`src/rtl/if_stage_pkg.sv`:
```
// Shared constants and types for the instruction-fetch stage.
package if_stage_pkg;

  localparam int          INST_ADDR_W = 32;
  localparam logic        RST_ENABLE  = 1'b0;
  localparam logic        STOP        = 1'b1;
  localparam logic        NOSTOP      = 1'b0;
  localparam logic [31:0] ZERO_WORD   = 32'h0000_0000;
  localparam logic [31:0] PC_INIT     = 32'h0000_0000;

  typedef enum logic {
    S_IDLE  = 1'b0,
    S_FETCH = 1'b1
  } if_state_e;

  // Sequential successor of a fetch address; wraps mod 2^32.
  function automatic logic [INST_ADDR_W-1:0] pc_inc(input logic [INST_ADDR_W-1:0] pc);
    return pc + 32'd4;
  endfunction

endpackage

```
`src/rtl/if_redirect_buf.sv`:
```
// One-entry buffer for a branch redirect that arrives while the PC is frozen.
// A newer capture overwrites an older one; clear wins over nothing (the two
// are never asserted together by the fetch stage).
module if_redirect_buf
  import if_stage_pkg::*;
(
  input  logic                   cpu_clk_50M,
  input  logic                   cpu_rst_n,
  input  logic                   capture,
  input  logic                   clear,
  input  logic [INST_ADDR_W-1:0] br_addr,
  output logic                   pend_vld,
  output logic [INST_ADDR_W-1:0] pend_addr
);

  // Hold the most recent frozen-time branch target until it is consumed or flushed.
  always_ff @(posedge cpu_clk_50M or negedge cpu_rst_n) begin
    if (!cpu_rst_n) begin
      pend_vld  <= 1'b0;
      pend_addr <= ZERO_WORD;
    end else if (capture) begin
      pend_vld  <= 1'b1;
      pend_addr <= br_addr;
    end else if (clear) begin
      pend_vld  <= 1'b0;
    end
  end

endmodule

```
`src/rtl/if_stage.sv`:
```
// Instruction-fetch stage: owns the fetch PC, drives imem ice/iaddr and feeds
// if_pc / if_pc_plus4 to the IF/ID register.
// Optional macro IF_MISALIGN_CHECK_EN: flags misaligned fetch addresses on
// if_adel and suppresses the fetch; without it if_adel is constant 0.
//
// state   | meaning
// S_IDLE  | just out of reset, no fetch issued, PC = RESET_PC
// S_FETCH | fetching at if_pc (ice=1 unless if_adel is set)
module if_stage
  import if_stage_pkg::*;
#(
  parameter logic [31:0] RESET_PC = PC_INIT,
  parameter int          STALL_W  = 6
) (
  input  logic               cpu_clk_50M,
  input  logic               cpu_rst_n,
  input  logic [STALL_W-1:0] stall,
  input  logic               flush,
  input  logic [31:0]        flush_addr,
  input  logic               br_taken,
  input  logic [31:0]        br_addr,
  input  logic               imem_ack,
  output logic               ice,
  output logic [31:0]        iaddr,
  output logic [31:0]        if_pc,
  output logic [31:0]        if_pc_plus4,
  output logic               fetch_stall_req,
  output logic               if_adel
);

  if_state_e   state;
  logic [31:0] pc_q;
  logic        ice_q;
  logic        adel_q;
  logic        adv;
  logic [31:0] next_pc;
  logic        next_adel;
  logic        pend_vld;
  logic [31:0] pend_addr;
  logic        buf_capture;
  logic        buf_clear;
  logic        unused_stall;

  // Only the PC-freeze bit of the stall bus matters here.
  assign unused_stall = ^stall[STALL_W-1:1];

  // A fetch completes only when one is actually on the bus and the PC is not frozen.
  assign adv = (state == S_FETCH) && ice_q && (stall[0] == NOSTOP) && imem_ack;

  // Next-PC priority: flush, live branch, buffered branch, sequential, hold.
  always_comb begin
    next_pc = pc_q;
    if (flush)
      next_pc = flush_addr;
    else if (adv && br_taken)
      next_pc = br_addr;
    else if (adv && pend_vld)
      next_pc = pend_addr;
    else if (adv)
      next_pc = pc_inc(pc_q);
  end

`ifdef IF_MISALIGN_CHECK_EN
  // Address error follows the PC; flush always clears it.
  always_comb begin
    next_adel = adel_q;
    if (flush)
      next_adel = 1'b0;
    else if (adv)
      next_adel = (next_pc[1:0] != 2'b00);
  end
`else
  assign next_adel = 1'b0;
`endif

  // A branch that cannot be taken now is parked; a simultaneous flush drops it.
  assign buf_capture = br_taken && !adv && !flush;
  assign buf_clear   = flush || adv;

  if_redirect_buf u_redirect_buf (
    .cpu_clk_50M (cpu_clk_50M),
    .cpu_rst_n   (cpu_rst_n),
    .capture     (buf_capture),
    .clear       (buf_clear),
    .br_addr     (br_addr),
    .pend_vld    (pend_vld),
    .pend_addr   (pend_addr)
  );

  // Fetch FSM with registered PC, chip enable and address-error flag.
  always_ff @(posedge cpu_clk_50M or negedge cpu_rst_n) begin
    if (!cpu_rst_n) begin
      state  <= S_IDLE;
      pc_q   <= RESET_PC;
      ice_q  <= 1'b0;
      adel_q <= 1'b0;
    end else begin
      case (state)
        S_IDLE: begin
          state  <= S_FETCH;
          pc_q   <= next_pc;
          ice_q  <= !next_adel;
          adel_q <= next_adel;
        end
        S_FETCH: begin
          pc_q   <= next_pc;
          ice_q  <= !next_adel;
          adel_q <= next_adel;
        end
        default: begin
          state  <= S_IDLE;
          ice_q  <= 1'b0;
        end
      endcase
    end
  end

  assign ice             = ice_q;
  assign iaddr           = pc_q;
  assign if_pc           = pc_q;
  assign if_pc_plus4     = pc_inc(pc_q);
  assign if_adel         = adel_q;
  assign fetch_stall_req = (state == S_FETCH) && ice_q && !imem_ack;

endmodule

```
`config.mk`:
```
export PLATFORM = sky130hd
export DESIGN_NAME = if_stage
export DESIGN_NICKNAME = d
export VERILOG_FILES = /design/src/rtl/if_stage_pkg.sv /design/src/rtl/if_redirect_buf.sv /design/src/rtl/if_stage.sv
export SDC_FILE = /design/constraint.sdc
export NUM_CORES = 1
export LEC_CHECK = 0
export ABC_AREA = 1
export BUFFER_PORTS_ARGS = -buffer_cell sky130_fd_sc_hd__buf_2
export CAP_MARGIN = 40
export CELL_PAD_IN_SITES_DETAIL_PLACEMENT = 0
export CELL_PAD_IN_SITES_GLOBAL_PLACEMENT = 1
export CORE_ASPECT_RATIO = 0.6
export CORE_MARGIN = 2
export CORE_UTILIZATION = 38
export CTS_BUF_LIST = sky130_fd_sc_hd__clkbuf_8
export DETAILED_ROUTE_END_ITERATION = 12
export GPL_TIMING_DRIVEN = 0
export PLACE_DENSITY = 0.94
export SLEW_MARGIN = 20
export SYNTH_ARGS = -nofsm -noshare
export SYNTH_HDL_FRONTEND = slang
export SYNTH_SLANG_ARGS = --single-unit
```
`constraint.sdc`:
```
create_clock -name cpu_clk_50M -period 4.9 [get_ports cpu_clk_50M]
set_input_delay 0.735 -clock cpu_clk_50M [delete_from_list [all_inputs] [get_ports cpu_clk_50M]]
set_output_delay 0.735 -clock cpu_clk_50M [all_outputs]
set_load 0.05 [all_outputs]
```
Yosys cells after proc, flatten, opt, wreduce, memory -nomap -nowiden. Index checks and enable logic that the tools add are counted.

Bits in registers: 66. Bits of input ports: 75. Output and inout bits: 99. Word-level logic and storage cells: 25.

$add $sub $neg: 1. Muxes and demuxes: 6. Bitwise gates (word level): 1. Reductions and logical operators: 13.

Operator list (count): $mux W32 (4); $add A32 B3 Y32 const B (1); $logic_and A1 B1 Y1 (7); $reduce_bool A4 Y1 (1); $logic_not A1 Y1 (3); $mux W1 (2); $reduce_bool A2 Y1 (1); $logic_or A1 B1 Y1 (1); $not A1 Y1 (1).

Logic depth before layout (Yosys ltp). Gate-level depths: netlist of run 1.

Depth after elaboration: 7. Depth in mapped cells: 12. Gate-level depth less buffers: 12.

Modules after synthesis. A second synthesis of run 1 with hierarchy kept.

Cells, all modules: 698. Area total of the unflattened synthesis: 4774.6 µm².

Modules (own cells, without submodules): if_stage (times used 1, cells an instance 558, area an instance 3448.3 µm²); if_redirect_buf (times used 1, cells an instance 140, area an instance 1326.3 µm²).

Least setup slack after synthesis of run 1. Ideal clock, no wire load.

Path kind: register to output. Start point: reg pc_q[2], in the netlist iaddr[2]. End point: out if_pc_plus4[7]. Arrival: 2366 ps. Required time: 4165 ps. Setup slack: 1799 ps. Cell stages (with the launch flop): 5. Path buffers: 0. Path through: dfrtp_1 -> inv_1 -> nor2_8 -> nand2_4 -> xnor2_1.

Longest elaborated chain between the ends: 1.

Ends and longest elaborated chain: start, declared (RTL line if_stage.sv:32) `logic [31:0] pc_q;`; start signal, assigned (RTL line if_stage.sv:101) `pc_q <= next_pc;`; start signal, assigned (RTL line if_stage.sv:106) `pc_q <= next_pc;`; $add A32 B3 Y32 (RTL line if_stage_pkg.sv:18) `return pc + 32'd4;`; end, declared (RTL line if_stage.sv:26) `output logic [31:0] if_pc_plus4,`.

Every way passes these cells.

Worst setup path in the final report of run 1.
Start point: reg pc_q[3], in the netlist iaddr[3]. End point: out if_pc_plus4[22].

Same word-level chain as after synthesis.

==> impl_results.md, run 1 <==
- Leakage power: 0.00331 uW
- # DRC: 0
- Filler cell count: 1278
- RSZ-0062 raised after global routing: no
- Port Buffer Count: 166
- Post-synth EDFFs: 0
- Critical R2R Capture: iaddr[20]
- DRT Wirelength: 16600 microns
- R2R cell count: 10
- Fin util: 0.498
- HP Class: input port to asynchronous set/reset pin
- Post-synth top cells: nand2_1 (205), nor2_1 (119), dfrtp_1 (66), inv_1 (50), a21oi_1 (49)
- Via Count: 5096
- Total Routing Usage GR: 0.249
- Hold Vio Cnt, Final: 0
- Worst Path Max Fanout: 6
- Cell area after layout: 6090 sq um
- Post-DP HPWL: 13100 microns
- NumNets Final: 958
- Crit path kind: flop to primary output
- Cell taking the most area after synthesis: dfrtp_1
- Status: complete, no violations
- Worst setup margin: 1.94 ns
- Final Skew: 0.0105 ns
- Cell count after synthesis: 704
- TritonCTS clock tree: yes
- Synth-to-Final Area Change: 26.5%
- Post-synthesis sequential area ratio: 0.343
- Final period utilization: 0.605
- Routed WL per cell: 15.7 microns
- Reg2reg setup slack: 2.95 ns
- DIE AREA: 13600 sq um
- Die width: 149 microns
- Synth async-reset ratio: 1.00
- Max frequency: 337 MHz
- Met3 Track Usage GR: 0.0819
- Fin Setup TNS: 0 ns
- H-tree depth: 3
- RR Startpoint: iaddr[3]
- Worst slack, placed: 2.33 ns
- WP data required: 4.16 ns
- Initial antenna violation count: 2
- Pwr dens: 365 nW/um^2
- CP cell instances: ha_1, nand2_1, nor2_4, nand2_4, nor2_4, nand3_1, nand2_1, buf_2
- Max incr delay on CP: 0.49 ns
- Cell Rows: 31
- Buf/Inv on CP: 1
- Number of I/O pins: 174
- Total CTS buffers: 9
- Worst-Margin Slew: 0.684 ns
- Root buffer cell: clkbuf_8
- Power, Total: 2220 uW
- Share of the synthesized area in the top cell type: 0.343
- Post-CTS setup buffers: 0
- Die Y: 91.2 microns
- Grt total ovfl: 0
- Vias per Instance: 4.84
- Min Tclk post-route: 2.96 ns
- CTS Buffer Depth: 2
- Final setup violating endpoints: 0
- Initial Utilization: 0.394
- Antenna Nets Post-Route: 0
- Met1 Use GR: 0.373
- Largest net degree at the start of global routing: 43
- Sinks on the clock net: 66
- Synthesized area: 4810 sq um
- Met2 Use GR: 0.345
- Top cells by area, synth: dfrtp_1 (34%), nand2_1 (16%), nor2_1 (9.3%)
- Top-count cell post-synth: nand2_1
- Resize count post-CTS: 0
- Crit path capture type: primary output
- Syn Nets: 780
- Insertion delay to the later sink of the worst-skew pair: 0.37 ns
- Top Usage Layer GRT: met1
- Crit path DAT: 2.23 ns
- CP Launch Type: flop
- Global-route wire length before repair: 25700 microns
- CP max-delay cell: dfrtp_1
- DP Area: 5880 sq um
- Yosys reg bits: 66
- Worst relative slew slack: 0.544
- Iteration-0 DRC Markers: 355
- Pins Over Slew Limit: 0
- Ys Warns: 0
- Max Cap Viol: 0
- 1st-pass router iterations: 5
- Cell count along the critical path: 8
- Vias in the first global route: 4684
- Core Region: 12200 sq um
- Gpl congestion: 0.907
- Synth cell types: 33
- CTS clk-pin slew, worst paths: 0.08 ns
- Post-Syn Area per Cell: 6.83 sq um
- Hold-fix buffers, CTS: 0
- Predominant post-synthesis flop cell: dfrtp_1
- Peak VDD IR: 206 uV
- Layout cell share with drive strength beyond 1: 0.327
- Delay-heaviest family, CP: simple AND/OR/NAND/NOR gates
-- final cells by class --
cell class	count	area [sq um]	area share
buffer	64	403	0.0662
clock inverter	4	51.3	0.00843
tap	165	206	0.0339
clock buffer	11	151	0.0249
sequential	66	1650	0.271
multi-input combinational	521	2560	0.420
antenna	2	5.00	0.000822
inverter	53	199	0.0327
timing repair buffer	167	861	0.141
-- layer usage --
| metal | vias up | routed length (microns) | share of wire |
|---|---|---|---|
| met5 | - | 0 | 0 |
| met4 | 0 | 155 | 0.0093 |
| met3 | 14 | 1910 | 0.11 |
| met2 | 236 | 6560 | 0.40 |
| met1 | 2307 | 7960 | 0.48 |
| li1 | 2539 | - | - |
-- worst register-to-register path: stages (launching register included) --
cell,delay [ns]
dfrtp_1,0.49
ha_1,0.29
nand2_1,0.12
nor2_4,0.18
nand3b_1,0.20
o21ai_1,0.21
nand3_1,0.11
nand2_1,0.07
nand2_1,0.05
nand2_1,0.06
nand2_1,0.05
-- power breakdown --
part / internal, uW / switching (uW)
Combinational: 275 / 729
Clock: 260 / 233
Sequential: 625 / 102
Total: 1160 / 1060
-- stage by stage --
| step | hold slack [ns] | std cells |
|---|---|---|
| floorplan | 0.439 | 704 |
| global placement | 0.471 | 1035 |
| detailed placement | 0.481 | 1036 |
| CTS | 0.279 | 1051 |
| global route | 0.290 | 1051 |
| finish | 0.274 | 1053 |
-- state kept, by name (all words and copies together) (netlist names) --
signal and flops:
u_redirect_buf.pend_addr 32, iaddr 32, ice 1, u_redirect_buf.pend_vld 1
-- how the worst max path moves through the flow --
stage	startpoint	to	slack [ns]
2_1_floorplan	iaddr[2]	if_pc_plus4[7]	1.80
3_3_place_gp	iaddr[3]	if_pc_plus4[20]	2.37
3_5_place_dp	iaddr[3]	if_pc_plus4[20]	2.33
4_1_cts	iaddr[3]	if_pc_plus4[20]	1.92
5_1_grt	iaddr[3]	if_pc_plus4[20]	1.78
6_report	iaddr[3]	if_pc_plus4[22]	1.94
-- cell usage in the layout, fill, tap and decap left out, drive strengths merged --
cell      instances
bufinv            1
o21a              1
o22ai             2
diode             2
o211ai            3
o21ai            39
nor2            135
nand3b            3
xor2              4
clkinv            3
ha                1
inv              52
nand3            36
nand4             2
conb              2
buf             218
a21oi            49
clkbuf           24
nor3              1
mux2             21
nand2           219
xnor2             3
dfrtp            66
clkinvlp          1
-- kinds of logic (layout without fill, tap and decap cells) --
logic type | Yosys count | in the layout | synth area share
and+or+nand+nor | 396 | 396 | 0.364
buffers and inverters | 117 | 299 | 0.125
AOI/OAI and AO/OA | 94 | 94 | 0.100
DFF | 66 | 66 | 0.343
muxes | 21 | 21 | 0.0492
xor gates and xnor gates | 7 | 7 | 0.0143
other | 2 | 4 | 0.00156
adders and majority gates | 1 | 1 | 0.00260
(Power assumes the default switching activity.)
==> inputs of run 2 (changes only) <==
- CORE_UTILIZATION: 38 -> 32
- PLACE_DENSITY: 0.94 -> 0.85
- clock period: 4.9 -> 2.6 ns (I/O delays scaled with it)
==> impl_results.md, run 2 (synthesized netlist as in run 1, its figures left out) <==
- Status: complete, no violations (unchanged)
- Clock network power share: 0.191 (was 0.222)
- Post-DP HPWL: 13800 microns (was 13100 microns)
- Max frequency: 404 MHz
- Port Buffer Count: 166 (unchanged)
- Largest net degree at the start of global routing: 42 (was 43)
- Max Cap Viol: 0 (unchanged)
- WP data required: 2.21 ns (was 4.16 ns)
- RR Startpoint: ice (was iaddr[3])
- Via Count: 5108 (was 5096)
- Commonest non-fill, non-tap cell in the layout: nand2_1 (unchanged)
- Initial Utilization: 0.330 (was 0.394)
- TritonCTS clock tree: yes (unchanged)
- DRT Wirelength: 17600 microns (was 16600 microns)
- 1st-pass router iterations: 5 (unchanged)
- Iteration-0 DRC Markers: 368 (was 355)
- DIE AREA: 16100 sq um (was 13600 sq um)
- # DRC: 0 (unchanged)
- Hold Vio Cnt, Final: 0 (unchanged)
- Sequential Power Share: 0.337 (was 0.327)
- Number of I/O pins: 174 (unchanged)
- Min Tclk post-route: 2.47 ns
- Max layer used: met5 (was met4)
- Crit path DAT: 2.08 ns (was 2.23 ns)
- Die Y: 99.0 microns (was 91.2 microns)
- Sw power: 2040 uW (was 1060 uW)
- Most frequent cells in the layout: nand2_1 (205), buf_2 (172), nor2_1 (119) (was nand2_1 (205), buf_2 (175), nor2_1 (119))
- Comb pwr share: 0.472 (was 0.451)
- Worst relative slew slack: 0.542 (was 0.544)
- Leakage power: 0.00332 uW (was 0.00331 uW)
- Vias per Instance: 4.69 (was 4.84)
- Crit path capture type: primary output (unchanged)
- Vias in the first global route: 4816 (was 4684)
- CTS clk-pin slew, worst paths: 0.08 ns (about the same)
- Synth-to-Final Area Change: 28.0% (was 26.5%)
- Area of the multi-input gates: 2580 sq um (was 2560 sq um)
- Wire length on met1: 8810 microns (was 7960 microns)
- Grt total ovfl: 0 (unchanged)
- H-tree depth: 3 (unchanged)
- Fin util: 0.422 (was 0.498)
- Reg2reg setup slack: 0.69 ns (was 2.95 ns)
- Pwr dens: 665 nW/um^2 (was 365 nW/um^2)
- Filler cell count: 1599 (was 1278)
- CP Launch Type: flop (unchanged)
- NumNets Final: 963 (was 958)
- Sequential cell area: 1660 sq um (was 1650 sq um)
- Layout cell share with drive strength beyond 1: 0.340 (was 0.327)
- Die width: 162 microns (was 149 microns)
- Total Routing Usage GR: 0.224 (was 0.249)
- Cell Rows: 34 (was 31)
- Antenna Nets Post-Route: 0 (unchanged)
- Hold Path Depth: 3
- Fin Setup TNS: 0 ns (unchanged)
- Global-route wire length before repair: 27300 microns (was 25700 microns)
- Cell-internal power: 2050 uW (was 1160 uW)
- R2R cell count: 10 (unchanged)
- Root buffer cell: clkbuf_8 (unchanged)
- Wire length on met3: 1910 microns (about the same)
- RSZ-0062 raised after global routing: no (unchanged)
- Total CTS buffers: 9 (unchanged)
- Final Skew: 0.00971 ns (was 0.0105 ns)
- HP Class: input port to flop (was input port to asynchronous set/reset pin)
- Final period utilization: 0.952
- Critical R2R Capture: iaddr[16] (was iaddr[20])
- Sinks on the clock net: 66 (unchanged)
- Hold path endpoint: iaddr[0]
- Routed WL per cell: 16.2 microns (was 15.7 microns)
- Core Region: 14600 sq um (was 12200 sq um)
- Worst-Margin Slew: 0.688 ns (was 0.684 ns)
- Peak VDD IR: 364 uV (was 206 uV)
- Routed wl met2: 6790 microns (was 6560 microns)
- Hold Startpoint: flush_addr[0]
- Final setup violating endpoints: 0 (unchanged)
- Worst Path Max Fanout: 6 (unchanged)
- Gpl congestion: 0.865 (was 0.907)
- Initial antenna violation count: 4 (was 2)
- Insertion delay to the later sink of the worst-skew pair: 0.36 ns (was 0.37 ns)
- Net switching fraction of the power: 0.498 (was 0.479)
- Crit path kind: flop to primary output (unchanged)
- CTS Buffer Depth: 2 (unchanged)
- Pins Over Slew Limit: 0 (unchanged)
run 2: cell types whose count changed in the layout (fill, tap and decap cells not counted), sizes merged:
cell / before / now
buf: 218 / 220
bufinv: 1 / 0
clkinv: 3 / 5
clkinvlp: 1 / 2
diode: 2 / 1
dlygate4sd3: 0 / 1
run 2: repair_timing:
item,CTS,global route
pin swaps,0,2
setup buffers,0,4
hold buffers,1,0
endpoints found under the setup margin,1,13
gates resized for setup,1,9
hold endpoints to repair,25,0
run 2: area by class of cell:
| class | instances | share of cell area |
|---|---|---|
| antenna | 1 | 0.000407 |
| buffer | 64 | 0.0654 |
| clock buffer | 9 | 0.0201 |
| clock inverter | 6 | 0.00569 |
| inverter | 53 | 0.0323 |
| multi-input combinational | 521 | 0.419 |
| sequential | 66 | 0.269 |
| tap | 198 | 0.0402 |
| timing repair buffer | 172 | 0.148 |
run 2: how the worst max path moves through the flow:
stage | endpoint | cells past startpoint | slack [ns] | from
2_1_floorplan | iaddr[8] | 8 | 0.12 | iaddr[3]
3_3_place_gp | if_pc_plus4[20] | 8 | 0.41 | iaddr[3]
3_5_place_dp | if_pc_plus4[20] | 8 | 0.39 | iaddr[3]
4_1_cts | if_pc_plus4[22] | 8 | 0.0005 | iaddr[3]
5_1_grt | if_pc_plus4[27] | 7 | 0.01 | iaddr[14]
6_report | if_pc_plus4[19] | 7 | 0.13 | iaddr[6]
run 2: routing by layer:
| layer | vias up | global-route usage |
|---|---|---|
| li1 | 2551 | - |
| met1 | 2302 | 0.352 |
| met2 | 239 | 0.310 |
| met3 | 14 | 0.0589 |
| met4 | 2 | 0.0286 |
| met5 | - | 0 |
run 2: worst max-delay path, stage by stage, from the launching register on:
cell and delay [ns]:
dfrtp_1 0.52, nand2_1 0.18, nor2_4 0.24, nand2_8 0.11, nor2_4 0.18, nand3b_1 0.12, nand2_1 0.09, buf_2 0.28
run 2: through the flow:
step / setup WS (ns) / instances / area (sq um) / hold slack [ns] / total power [uW]
6_report: 0.125 / 1090 / 6160 / 0.246 / 4090
5_1_grt: 0.0118 / 1089 / 6150 / 0.240 / 4300
4_1_cts: 0.000514 / 1085 / 6110 / 0.234 / 4080
3_5_place_dp: 0.391 / 1069 / 5930 / 0.342 / 3300
3_3_place_gp: 0.414 / 1068 / 5900 / 0.473 / 3280
2_1_floorplan: 0.123 / 704 / 4830 / 0.0944 / 2790
run 2: power groups by stage:
stage	clock, uW	sequential, uW	combinational, uW
after floorplan	0	1590	1200
after global placement	0	1390	1890
after detailed placement	0	1400	1900
after CTS	794	1380	1910
after global routing	832	1410	2060
final	780	1380	1930
